`src/rtl/mem_arb_pkg.sv`:
```
// -----------------------------------------------------------------------------
// mem_arb_pkg
// Shared definitions for the two-port memory arbiter:
//   - arb_state_t : bus ownership state (IDLE, OWN_A, OWN_B)
//   - PORT_A/B    : encoding used for the "last granted" register
//   - cnt_w()     : width of a counter able to hold 0..max
//   - CNT_W       : starvation counter width for the default STARVE_MAX
// -----------------------------------------------------------------------------
package mem_arb_pkg;

   localparam int STARVE_MAX_DEF = 15;

   function automatic int cnt_w(input int max_val);
      return (max_val < 1) ? 1 : $clog2(max_val + 1);
   endfunction

   localparam int CNT_W = cnt_w(STARVE_MAX_DEF);

   localparam logic PORT_A = 1'b0;
   localparam logic PORT_B = 1'b1;

   typedef enum logic [1:0] {
      IDLE  = 2'd0,
      OWN_A = 2'd1,
      OWN_B = 2'd2
   } arb_state_t;

endpackage

```
`src/rtl/mem_arb_starve_cnt.sv`:
```
// -----------------------------------------------------------------------------
// mem_arb_starve_cnt
// Saturating wait counter for one requester. Counts consecutive cycles in which
// the port requested but was not granted; sticks at MAX until cleared.
// Ports:
//   i_clk      clock
//   i_rst_n    synchronous active-low reset
//   i_inc      requester waited this cycle
//   i_clr      requester granted or idle this cycle (wins over i_inc)
//   o_at_max   counter has reached MAX
// -----------------------------------------------------------------------------
module mem_arb_starve_cnt
   import mem_arb_pkg::*;
#(
   parameter int W   = CNT_W,
   parameter int MAX = STARVE_MAX_DEF
) (
   input  logic i_clk,
   input  logic i_rst_n,
   input  logic i_inc,
   input  logic i_clr,
   output logic o_at_max
);

   logic [W-1:0] r_cnt;
   logic         w_at_max;

   assign w_at_max = (r_cnt == W'(MAX));
   assign o_at_max = w_at_max;

   always_ff @(posedge i_clk) begin
      if (!i_rst_n || i_clr) begin
         r_cnt <= '0;
      end else if (i_inc && !w_at_max) begin
         r_cnt <= r_cnt + 1'b1;
      end
   end

endmodule

```
`src/rtl/mem_arbiter.sv`:
```
// -----------------------------------------------------------------------------
// mem_arbiter
// Shares one synchronous single-port memory (registered read data, one-cycle
// latency) between requesters A and B. One access per cycle; the grant is
// combinational from the requests. Read data is steered back to the issuing
// port one cycle after its grant. A per-port starvation counter force-grants
// a port that has waited STARVE_MAX consecutive cycles.
//
// Build option: define MEM_ARB_RR_EN for round-robin tie breaking; otherwise
// A has fixed priority over B.
//
// Ports:
//   i_clk, i_rst_n                 clock, synchronous active-low reset
//   i_req_x, i_we_x, i_lock_x      request, write enable, ownership lock
//   i_addr_x, i_wdata_x            access address / write data
//   o_gnt_x                        access issued this cycle
//   o_rvalid_x, o_rdata_x          read data return (held when not valid)
//   o_mem_ab/di/cs/we, i_mem_do    memory side
// -----------------------------------------------------------------------------
module mem_arbiter
   import mem_arb_pkg::*;
#(
   parameter int ADDR_W     = 8,
   parameter int DATA_W     = 8,
   parameter int STARVE_MAX = STARVE_MAX_DEF
) (
   input  logic              i_clk,
   input  logic              i_rst_n,
   input  logic              i_req_a,
   input  logic              i_req_b,
   input  logic              i_we_a,
   input  logic              i_we_b,
   input  logic              i_lock_a,
   input  logic              i_lock_b,
   input  logic [ADDR_W-1:0] i_addr_a,
   input  logic [ADDR_W-1:0] i_addr_b,
   input  logic [DATA_W-1:0] i_wdata_a,
   input  logic [DATA_W-1:0] i_wdata_b,
   output logic              o_gnt_a,
   output logic              o_gnt_b,
   output logic              o_rvalid_a,
   output logic              o_rvalid_b,
   output logic [DATA_W-1:0] o_rdata_a,
   output logic [DATA_W-1:0] o_rdata_b,
   output logic [ADDR_W-1:0] o_mem_ab,
   output logic [DATA_W-1:0] o_mem_di,
   output logic              o_mem_cs,
   output logic              o_mem_we,
   input  logic [DATA_W-1:0] i_mem_do
);

   localparam int CW = cnt_w(STARVE_MAX);

   arb_state_t        r_state;
   arb_state_t        w_state_next;
   logic              r_last;
   logic              r_pend_a;
   logic              r_pend_b;
   logic [DATA_W-1:0] r_hold_a;
   logic [DATA_W-1:0] r_hold_b;

   logic              w_gnt_a;
   logic              w_gnt_b;
   logic              w_force_a;
   logic              w_force_b;
   logic              w_rvalid_a;
   logic              w_rvalid_b;
   logic [1:0]        w_req;
   logic [1:0]        w_gnt;
   logic [1:0]        w_inc;
   logic [1:0]        w_at_max;

   assign w_req = {i_req_b, i_req_a};
   assign w_gnt = {w_gnt_b, w_gnt_a};

   // One starvation counter per port: it counts while the port waits and
   // clears whenever the port is granted or not requesting.
   genvar gi;
   for (gi = 0; gi < 2; gi++) begin : g_cnt
      assign w_inc[gi] = w_req[gi] & ~w_gnt[gi];

      mem_arb_starve_cnt #(
         .W   (CW),
         .MAX (STARVE_MAX)
      ) u_cnt (
         .i_clk    (i_clk),
         .i_rst_n  (i_rst_n),
         .i_inc    (w_inc[gi]),
         .i_clr    (~w_inc[gi]),
         .o_at_max (w_at_max[gi])
      );
   end

   // A counter only reaches max while its port keeps requesting, but gate
   // with req anyway so a dropped request can never be force-granted.
   assign w_force_a = i_req_a & w_at_max[0];
   assign w_force_b = i_req_b & w_at_max[1];

   always_ff @(posedge i_clk) begin
      if (!i_rst_n) begin
         r_state <= IDLE;
      end else begin
         r_state <= w_state_next;
      end
   end

   // Arbitration: starvation forcing, then lock hold, then base policy.
   // No access is issued while reset is asserted.
   always_comb begin
      w_gnt_a      = 1'b0;
      w_gnt_b      = 1'b0;
      w_state_next = IDLE;
      if (i_rst_n) begin
         if (w_force_a && w_force_b) begin
            if (r_last == PORT_A) w_gnt_b = 1'b1;
            else                  w_gnt_a = 1'b1;
         end else if (w_force_a) begin
            w_gnt_a = 1'b1;
         end else if (w_force_b) begin
            w_gnt_b = 1'b1;
         end else if (r_state == OWN_A && i_lock_a && i_req_a) begin
            w_gnt_a = 1'b1;
         end else if (r_state == OWN_B && i_lock_b && i_req_b) begin
            w_gnt_b = 1'b1;
         end else if (i_req_a && i_req_b) begin
`ifdef MEM_ARB_RR_EN
            if (r_last == PORT_A) w_gnt_b = 1'b1;
            else                  w_gnt_a = 1'b1;
`else
            w_gnt_a = 1'b1;
`endif
         end else if (i_req_a) begin
            w_gnt_a = 1'b1;
         end else if (i_req_b) begin
            w_gnt_b = 1'b1;
         end
      end
      if (w_gnt_a)      w_state_next = OWN_A;
      else if (w_gnt_b) w_state_next = OWN_B;
   end

   assign o_gnt_a  = w_gnt_a;
   assign o_gnt_b  = w_gnt_b;
   assign o_mem_cs = w_gnt_a | w_gnt_b;
   assign o_mem_we = w_gnt_a ? i_we_a    : (w_gnt_b ? i_we_b    : 1'b0);
   assign o_mem_ab = w_gnt_a ? i_addr_a  : (w_gnt_b ? i_addr_b  : '0);
   assign o_mem_di = w_gnt_a ? i_wdata_a : (w_gnt_b ? i_wdata_b : '0);

   // Read-return pipeline: the owner tag and read flag are captured at grant;
   // the memory's own output register supplies the data one cycle later.
   // Gating with i_rst_n drops a return that lands on a reset cycle.
   assign w_rvalid_a = r_pend_a & i_rst_n;
   assign w_rvalid_b = r_pend_b & i_rst_n;
   assign o_rvalid_a = w_rvalid_a;
   assign o_rvalid_b = w_rvalid_b;
   assign o_rdata_a  = w_rvalid_a ? i_mem_do : r_hold_a;
   assign o_rdata_b  = w_rvalid_b ? i_mem_do : r_hold_b;

   always_ff @(posedge i_clk) begin
      if (!i_rst_n) begin
         r_last   <= PORT_B;
         r_pend_a <= 1'b0;
         r_pend_b <= 1'b0;
         r_hold_a <= '0;
         r_hold_b <= '0;
      end else begin
         if (w_gnt_a)      r_last <= PORT_A;
         else if (w_gnt_b) r_last <= PORT_B;
         r_pend_a <= w_gnt_a & ~i_we_a;
         r_pend_b <= w_gnt_b & ~i_we_b;
         if (r_pend_a) r_hold_a <= i_mem_do;
         if (r_pend_b) r_hold_b <= i_mem_do;
      end
   end

endmodule

```
`config.mk`:
```
export PLATFORM = sky130hd
export DESIGN_NAME = mem_arbiter
export DESIGN_NICKNAME = d
export VERILOG_FILES = /design/src/rtl/mem_arb_pkg.sv /design/src/rtl/mem_arb_starve_cnt.sv /design/src/rtl/mem_arbiter.sv
export SDC_FILE = /design/constraint.sdc
export NUM_CORES = 1
export LEC_CHECK = 0
export BUFFER_PORTS_ARGS = -buffer_cell sky130_fd_sc_hd__buf_2
export CORE_UTILIZATION = 45
export CTS_BUF_LIST = sky130_fd_sc_hd__clkbuf_16
export DETAILED_ROUTE_END_ITERATION = 7
export GPL_TIMING_DRIVEN = 0
export PLACE_DENSITY = 0.92
export SYNTH_ARGS = -nofsm -noshare
export SYNTH_HDL_FRONTEND = slang
export SYNTH_HIERARCHICAL = 1
export SYNTH_SLANG_ARGS = --single-unit
```
`constraint.sdc`:
```
create_clock -name i_clk -period 3.3 [get_ports i_clk]
set_input_delay 0.495 -clock i_clk [delete_from_list [all_inputs] [get_ports i_clk]]
set_output_delay 0.495 -clock i_clk [all_outputs]
set_load 0.05 [all_outputs]
```
-- Word-level counts from Yosys, hierarchy flattened
Cells that the tools add are included.
W data, S select, Z words.
- bits of input ports: 48
- word-level logic and storage cells: 77
- output and inout bits: 38
- bits in registers: 29
- bitwise gates (word level): 16
- add/sub/neg operators: 2
- reductions and logical operators: 15
- eq/ne operators: 4
- muxes and demuxes: 31
- operators with widths (cell ; count):
    $mux W8 ; 6
    $mux W1 ; 24
    $add A4 B1 Y4 const B ; 2
    $and A1 B1 Y1 ; 8
    $eq A4 B4 Y1 const B ; 2
    $logic_and A1 B1 Y1 ; 8
    $not A1 Y1 ; 7
    $logic_not A1 Y1 ; 3
    $eq A2 B1 Y1 const B ; 1
    $eq A2 B2 Y1 const B ; 1
    $logic_or A1 B1 Y1 ; 2
    $mux W2 ; 1
    $reduce_bool A2 Y1 ; 1
    $reduce_or A2 Y1 ; 1
    $or A1 B1 Y1 ; 1

-- Depth between registers and ports, before layout
Gate-level depths: netlist of run 1.
- depth after elaboration: 13
- depth in mapped cells: 10
- gate-level depth less buffers: 10

-- Hierarchy
Netlist of run 1, hierarchy kept.
- modules (own cells, without submodules) (module ; times used ; area an instance (um^2) ; cells an instance ; seq. area each (um^2)):
    mem_arbiter ; 1 ; 1231.2 ; 119 ; 420.4
    mem_arb_starve_cnt ; 2 ; 197.7 ; 23 ; 80.1

-- Least setup slack after synthesis of run 1
OpenSTA, ideal clock, no wires.
- path type: reg2out
- start: reg g_cnt[0].u_cnt.r_cnt[0]
- end: out o_mem_we
- stages on the path, launching flop included: 9
- slack: 419 ps
- path buffers: 1
- data required time: 2805 ps
- data arrival time: 2386 ps
- path through: dfxtp_1 > ha_1 > nand3_1 > inv_2 > and4bb_4 > and2_4 > nor2_8 > buf_6 > mux2i_1
- elaborated cells on any way between the ends: 11
- classes of those cells: 1 x eq/ne; 8 x mux; 1 x bitwise; 1 x reduce/logical
- RTL lines (item ; line ; RTL):
    start, declared ; mem_arb_starve_cnt.sv:25 ; logic [W-1:0] r_cnt;
    start signal, assigned ; mem_arb_starve_cnt.sv:35 ; r_cnt <= r_cnt + 1'b1;
    $eq A4 B4 Y1 (*) ; mem_arb_starve_cnt.sv:28 ; assign w_at_max = (r_cnt == W'(MAX));
    via w_at_max[0] ; mem_arbiter.sv:71 ; logic [1:0] w_at_max;
    $and A1 B1 Y1 (*) ; mem_arbiter.sv:96 ; assign w_force_a = i_req_a & w_at_max[0];
    $mux W1 or $logic_and A1 B1 Y1 (tied branches) ; mem_arbiter.sv:117, mem_arbiter.sv:114 ;
    $mux W1 (*) ; mem_arbiter.sv:114 ; if (w_force_a && w_force_b) begin
    $mux W1 (*) ; mem_arbiter.sv:113 ; if (i_rst_n) begin
    via o_gnt_a ; mem_arbiter.sv:39 ; output logic o_gnt_a,
    $mux W1 (*) ; mem_arbiter.sv:145 ; assign o_mem_we = w_gnt_a ? i_we_a : (w_gnt_b ? i_we_b : 1'b0);
    end, declared ; mem_arbiter.sv:48 ; output logic o_mem_we,
Mark *: on every way through the listed nets, which the timed path passes. The rest lies on a longest branch.

-- Worst setup path after layout of run 1
- start: reg g_cnt[0].u_cnt.r_cnt[0]
- end: out o_mem_we
- word-level cells in the longest chain between the ends: 7
- elaborated cells on any way between the ends: 11
- classes of those cells: 1 x eq/ne; 8 x mux; 1 x bitwise; 1 x reduce/logical
- RTL lines (item ; line):
    $eq A4 B4 Y1 (*) ; mem_arb_starve_cnt.sv:28
    via w_at_max[0] ; mem_arbiter.sv:71
    $and A1 B1 Y1 (*) ; mem_arbiter.sv:96
    $mux W1 or $logic_and A1 B1 Y1 (tied branches) ; mem_arbiter.sv:117, mem_arbiter.sv:114
    $mux W1 ; mem_arbiter.sv:114
    $mux W1 ; mem_arbiter.sv:113
    $mux W1 ; mem_arbiter.sv:145
    $mux W1 (*) ; mem_arbiter.sv:145
Marks and branches as above.

==> results of run 1 <==
==> cell families after synthesis <==
logic type	Yosys count	share of synthesized area (%)
buffers and inverters	15	4.62
multiplexers	33	21.5
flip-flops	29	35.7
adder cells (fa/ha/maj)	2	1.54
AND/OR/NAND/NOR	54	21.8
AO/OA/AOI/OAI	32	14.8
==> registers in the layout, summed over array words and instances (netlist names) <==
signal	cells
g_cnt.u_cnt/r_cnt	8
r_hold_a	8
r_hold_b	8
r_state	2
r_last	1
r_pend_a	1
r_pend_b	1
==> final cells by class <==
class	count	share of cell area (%)
Sequential cell	29	25.9
Clock inverter	3	0.613
Clock buffer	5	5.58
Inverter	9	1.51
Buffer	6	1.84
Tap cell	46	2.57
Timing Repair Buffer	84	18.7
Multi-Input combinational cell	121	43.3
==> power by group <==
group          total, mW  internal (mW)  switching, mW  leakage, nW
Sequential         0.367          0.361        0.00550        0.236
Clock              0.418          0.272          0.146       0.0748
Combinational      0.219         0.0750          0.144        0.788
==> how the worst max path moves through the flow <==
| stage | cells after the start | slack (ns) | from | to |
|---|---|---|---|---|
| after floorplan | 8 | 0.42 | g_cnt[0].u_cnt/r_cnt[0] | o_mem_we |
| after global placement | 9 | 0.73 | g_cnt[0].u_cnt/r_cnt[0] | o_mem_we |
| after detailed placement | 9 | 0.70 | g_cnt[0].u_cnt/r_cnt[0] | o_mem_we |
| after CTS | 9 | 0.40 | g_cnt[0].u_cnt/r_cnt[0] | o_mem_we |
| after global routing | 9 | 0.27 | g_cnt[0].u_cnt/r_cnt[0] | o_mem_we |
| final | 9 | 0.43 | g_cnt[0].u_cnt/r_cnt[0] | o_mem_we |
==> layer usage <==
metal,global-route usage (%),vias to the layer above,wire length (microns)
li1,-,783,-
met1,20.6,706,1570
met2,42.4,69,2210
met3,5.88,6,218
met4,8.72,0,57
met5,0,-,0
==> layout by cell type, fill, tap and decap left out <==
cell,synthesis,layout
or2_0,2,2
nor2_1,5,5
nor3b_1,1,1
o211ai_1,2,2
mux2i_1,17,17
nand4_1,3,3
clkinv_2,0,2
nor2b_1,16,16
dfxtp_1,29,29
o21a_1,1,1
a21boi_1,4,4
inv_2,2,2
and2b_2,2,2
nor3b_4,1,1
nand3_1,5,5
ha_1,2,2
o21ai_0,2,2
nand4b_1,4,4
a31o_2,1,1
a21oi_1,2,2
buf_2,3,87
and4bb_4,1,1
o21ai_1,4,4
clkbuf_16,0,5
and2_4,1,1
inv_1,7,8
a22o_1,16,16
clkbuf_1,1,1
nor3_1,2,2
nor2_8,1,1
buf_6,2,2
nand2_1,9,9
nor2_4,1,1
mux2_2,16,16
==> through the flow <==
| step | setup slack [ns] | util (%) | instance area (sq um) |
|---|---|---|---|
| 6_report | 0.430 | 66.2 | 2240 |
| 5_1_grt | 0.271 | 66.2 | 2240 |
| 4_1_cts | 0.403 | 66.2 | 2240 |
| 3_5_place_dp | 0.705 | 62.1 | 2100 |
| 3_3_place_gp | 0.733 | 62.1 | 2100 |
| 2_1_floorplan | 0.419 | - | 1630 |
==> summary.txt, run 1 <==
STA
  • Worst Tran Pin Value: roughly 0.43 ns
  • Skew final: 0.00332 ns
  • Final hold violation count: 0
  • Slew Limit Fails: 0
  • Final setup violation count: 0
  • RSZ-0062 raised after global routing: no
  • Fin crit period: around 2.9 ns
  • Setup TNS: 0 ns
  • Hold slack final: about 0.40 ns
  • Rel. slew slack: about 71%
  • Fin crit share: approximately 87%
  • Achievable Freq: ~350 MHz

Job
  • Max-Cap Viols: 0

Global routing
  • Initial antenna violation count: 0
  • GRT Overall Usage: between 20% and 30%
  • Global-route wire length before repair: 6.42 mm
  • Number of global-route vias before repair: approximately 1500
  • Global route overflow: 0
  • Largest net degree at the start of global routing: 11

Synth
  • Top cell type's share of synthesized area: between 30 and 40%
  • Synth Area per Inst: ~9.9 sq um
  • Ys async rst share: 0%
  • YS warnings: 6
  • Sequential-to-total area share from yosys stat: 35.7%
  • Synthesized instance count: ~170
  • Synth cell types: 32
  • Mapped Area: 1630 sq um
  • Synth top area cells: dfxtp_1, mux2_2, mux2i_1, a22o_1, nor2b_1
  • Commonest cells post-synth: dfxtp_1, mux2i_1, a22o_1, mux2_2, nor2b_1
  • Synthesized netlist net count: between 200 and 250
  • Main flop type after synthesis: dfxtp_1
  • Yosys top cell by area: dfxtp_1
  • Top-count cell post-synth: dfxtp_1
  • EDFF count, synth: 0
  • Yosys reg bits: 29

Clock tree
  • H-tree Lvls: 2
  • CTS tree: done
  • CTS max path bufs: 2
  • Cts-stage hold buffer count: 0
  • CTS Buf Count: 5
  • Later-pin clock latency in the skew report: 0.27 ns
  • CTS clk-pin slew, worst paths: roughly 0.050 ns
  • Clk sinks: 29
  • Root Driver: clkbuf_16
  • Post-CTS setup buffer count: 0
  • CTS resizes: 0

Critical path
  • Flop-to-flop setup slack: around 1.1 ns
  • Origin of the critical flop-to-flop path: g_cnt[0].u_cnt/r_cnt[0]
  • Critical-path top delay cell: dfxtp_1
  • Crit. End Element: output pin
  • Setup Crit Path Kind: reg -> out
  • Crit-path max cell delay: between 0.3 and 0.4 ns
  • Critical path required time: 2.80 ns
  • Cells on worst reg2reg path: 10
  • Largest fanout on the critical path: 10
  • Worst Path Buf+Inv: 3
  • Startpoint class of the critical path: flip-flop
  • Worst path arrival time: between 2 and 2.5 ns
  • Crit path cell chain: ha_1, nand3_1, inv_2, and4bb_4, and2_4, nor2_8, buf_6, mux2i_1, buf_2
  • Worst path top cell family by delay: simple AND/OR/NAND/NOR gates
  • Worst reg2reg endpoint: g_cnt[1].u_cnt/r_cnt[3]

Pwr
  • VDD IR-drop max: 263 uV
  • Power per Cell Area: about 450 nW/um^2
  • LEAKAGE: around 1.1 nW
  • Pwr Total: around 1 mW

Final layout
  • Antenna Cells: 0
  • Cell Count, Final, Fillers Out: roughly 300
  • Area grow syn2layout: 37.9%
  • Proportion of layout cells with a drive suffix above 1: 47.5%
  • # fillers: 270
  • Footprint of the multi-input gates: 971 sq um
  • Register area: a little under 600 sq um
  • Post-layout nets: roughly 300

Drt
  • WL final: slightly above 4 mm
  • Via count: around 1600
  • Drt drc: 0
  • Drt first pass iters: 5
  • 1st-iter DRT viols: 49
  • WL/cell: around 13 microns
  • Post-route ant nets: 0
  • Vias per inst: slightly above 5

Die
  • Die Ht: 62.1 microns
  • Core Region: around 3400 sq um
  • Floorplan die width: around 62 microns
  • # IOs: between 80 and 90
  • # rows: 21
  • Die area: just under 4000 sq um
  • Starting density of the core: 48.0%

Placed design
  • Port bufs: between 80 and 90
  • Placed Cells: 295
  • Dpl hpwl: around 2.9 mm
  • GPL Wtd Cong: between 0.7 and 0.8

Hold path
  • Worst Hold Class: in -> reg
  • HP Start: i_we_a
  • Worst hold endpoint: r_pend_a
  • Hold depth: 2

Status
  • Status: finished clean
(Power assumes the default switching activity.)
==> run 2: changes to the inputs <==
GPL_TIMING_DRIVEN = 1   (was 0)
RECOVER_POWER = 50   (was default)
==> summary.txt, run 2 (same netlist as run 1, synthesis figures left out) <==
Final layout
  • Most frequent cells in the layout: buf_2, dfxtp_1, mux2i_1
  • Antenna Cells: 0 (unchanged)
  • Proportion of layout cells with a drive suffix above 1: 43.4% (-4.0 points)
  • Most common cell after layout, fill and taps aside: buf_2
  • Area grow syn2layout: 36.4%
  • Post-layout nets: 300 (-2.0%)
  • Largest regs: g_cnt.u_cnt/r_cnt x8, r_hold_a x8, r_hold_b x8

Die
  • Floorplan die width: 62.1 microns (unchanged)
  • Core Region: 3390 sq um (unchanged)
  • Starting density of the core: 48.0% (unchanged)
  • Die Ht: 62.1 microns (unchanged)
  • # rows: 21 (unchanged)
  • # IOs: 86 (unchanged)
  • Die area: 3860 sq um (unchanged)

Clock tree
  • CTS tree: done
  • Cts-stage hold buffer count: 0 (unchanged)
  • H-tree Lvls: 2 (unchanged)
  • CTS resizes: 0 (unchanged)
  • CTS Buf Count: 5 (unchanged)
  • Root Driver: clkbuf_16
  • CTS max path bufs: 2 (unchanged)
  • CTS clk-pin slew, worst paths: 0.05 ns (about the same)
  • Clk sinks: 29 (unchanged)
  • Later-pin clock latency in the skew report: 0.27 ns (about the same)
  • Post-CTS setup buffer count: 0 (unchanged)

Pwr
  • LEAKAGE: 1.06 nW (-3.4%)
  • Power per Cell Area: 485 nW/um^2 (+8.4%)
  • Pwr Total: 1.08 mW (+7.2%)
  • VDD IR-drop max: 279 uV (+6.2%)

STA
  • Fin crit share: 86.2% (-0.75 points)
  • Final hold violation count: 0 (unchanged)
  • RSZ-0062 raised after global routing: no
  • Hold slack final: 0.416 ns (+0.0135 ns)
  • Worst Tran Pin Value: 0.829 ns (+0.394 ns)
  • Fin crit period: 2.85 ns (-0.0248 ns)
  • Setup TNS: 0 ns (unchanged)
  • Rel. slew slack: 44.8% (-26 points)
  • Skew final: 0.00445 ns (+0.00114 ns)
  • Achievable Freq: 351 MHz (+0.87%)
  • Final setup violation count: 0 (unchanged)
  • Slew Limit Fails: 0 (unchanged)

Critical path
  • Flop-to-flop setup slack: 0.94 ns (-0.15 ns)
  • Crit. End Element: output pin
  • Worst path arrival time: 2.35 ns (-0.02 ns)
  • Largest fanout on the critical path: 24 (+14)
  • Startpoint class of the critical path: input pin
  • Critical path required time: 2.80 ns (about the same)
  • Setup Crit Path Kind: in -> out

Global routing
  • Largest net degree at the start of global routing: 25 (+14)
  • Global-route wire length before repair: 6.35 mm (-1.1%)
  • Global route overflow: 0 (unchanged)
  • GRT Overall Usage: 20.6% (-0.89 points)
  • Initial antenna violation count: 0 (unchanged)
  • Number of global-route vias before repair: 1459 (-2.3%)

Drt
  • Vias per inst: 5.06 (-2.0%)
  • WL/cell: 12.9 microns (-3.7%)
  • Post-route ant nets: 0 (unchanged)
  • 1st-iter DRT viols: 42 (-14%)
  • WL final: 3.82 mm (-5.6%)
  • Drt first pass iters: 4 (-1)
  • Via count: 1503 (-3.9%)
  • Drt drc: 0 (unchanged)

Placed design
  • Port bufs: 84 (unchanged)
  • Dpl hpwl: 2.87 mm (-2.6%)
  • GPL Wtd Cong: 0.817 (+4.7%)

Status
  • Status: finished clean

Job
  • Max-Cap Viols: 0 (unchanged)

Hold path
  • Worst Hold Class: in -> reg
==> run 2: per-layer routing <==
layer | wire length (microns) | part of all wire [%] | track usage, % | vias to the layer above
li1 | - | - | - | 762
met3 | 197 | 5.2 | 3.31 | 7
met5 | 0 | 0 | 0 | -
met1 | 1550 | 41 | 20.8 | 676
met4 | 96 | 2.5 | 10.2 | 0
met2 | 1980 | 52 | 40.2 | 58
==> run 2: path summary, 6_finish.rpt <==
path | cells past startpoint | to | from
worst max register to register | 10 | g_cnt[1].u_cnt/r_cnt[3] | g_cnt[0].u_cnt/r_cnt[0]
worst min-delay path | 2 | r_pend_a | i_we_a
worst min register to register | 2 | g_cnt[1].u_cnt/r_cnt[1] | g_cnt[1].u_cnt/r_cnt[1]
worst max-delay path | 4 | o_rdata_b[0] | i_rst_n
==> run 2: metrics by stage <==
stage	instances	area, sq um	utilization (%)	setup WS, ns
floorplan	165	1630	-	0.419
global placement	289	2060	60.9	0.853
detailed placement	289	2060	60.9	0.835
CTS	297	2230	65.7	0.509
global route	297	2220	65.4	0.242
finish	297	2220	65.4	0.455
==> run 2: report_power, final <==
group	internal, mW	switching (mW)	leakage [nW]
Combinational	0.0707	0.138	0.742
Sequential	0.361	0.00856	0.236
Clock	0.349	0.148	0.0826
==> run 2: cell type report <==
type | instances | area (sq um)
sequential | 29 | 581
multi-input combinational | 121 | 970
timing repair buffer | 84 | 414
fill | 286 | 1170
clock inverter | 3 | 37.5
clock buffer | 5 | 125
inverter | 9 | 33.8
tap | 46 | 57.6
==> run 2: worst max-delay path: stages <==
cell	delay (ns)
clkbuf_1	0.60
nand2_1	0.44
mux2_2	0.33
clkbuf_1	0.47
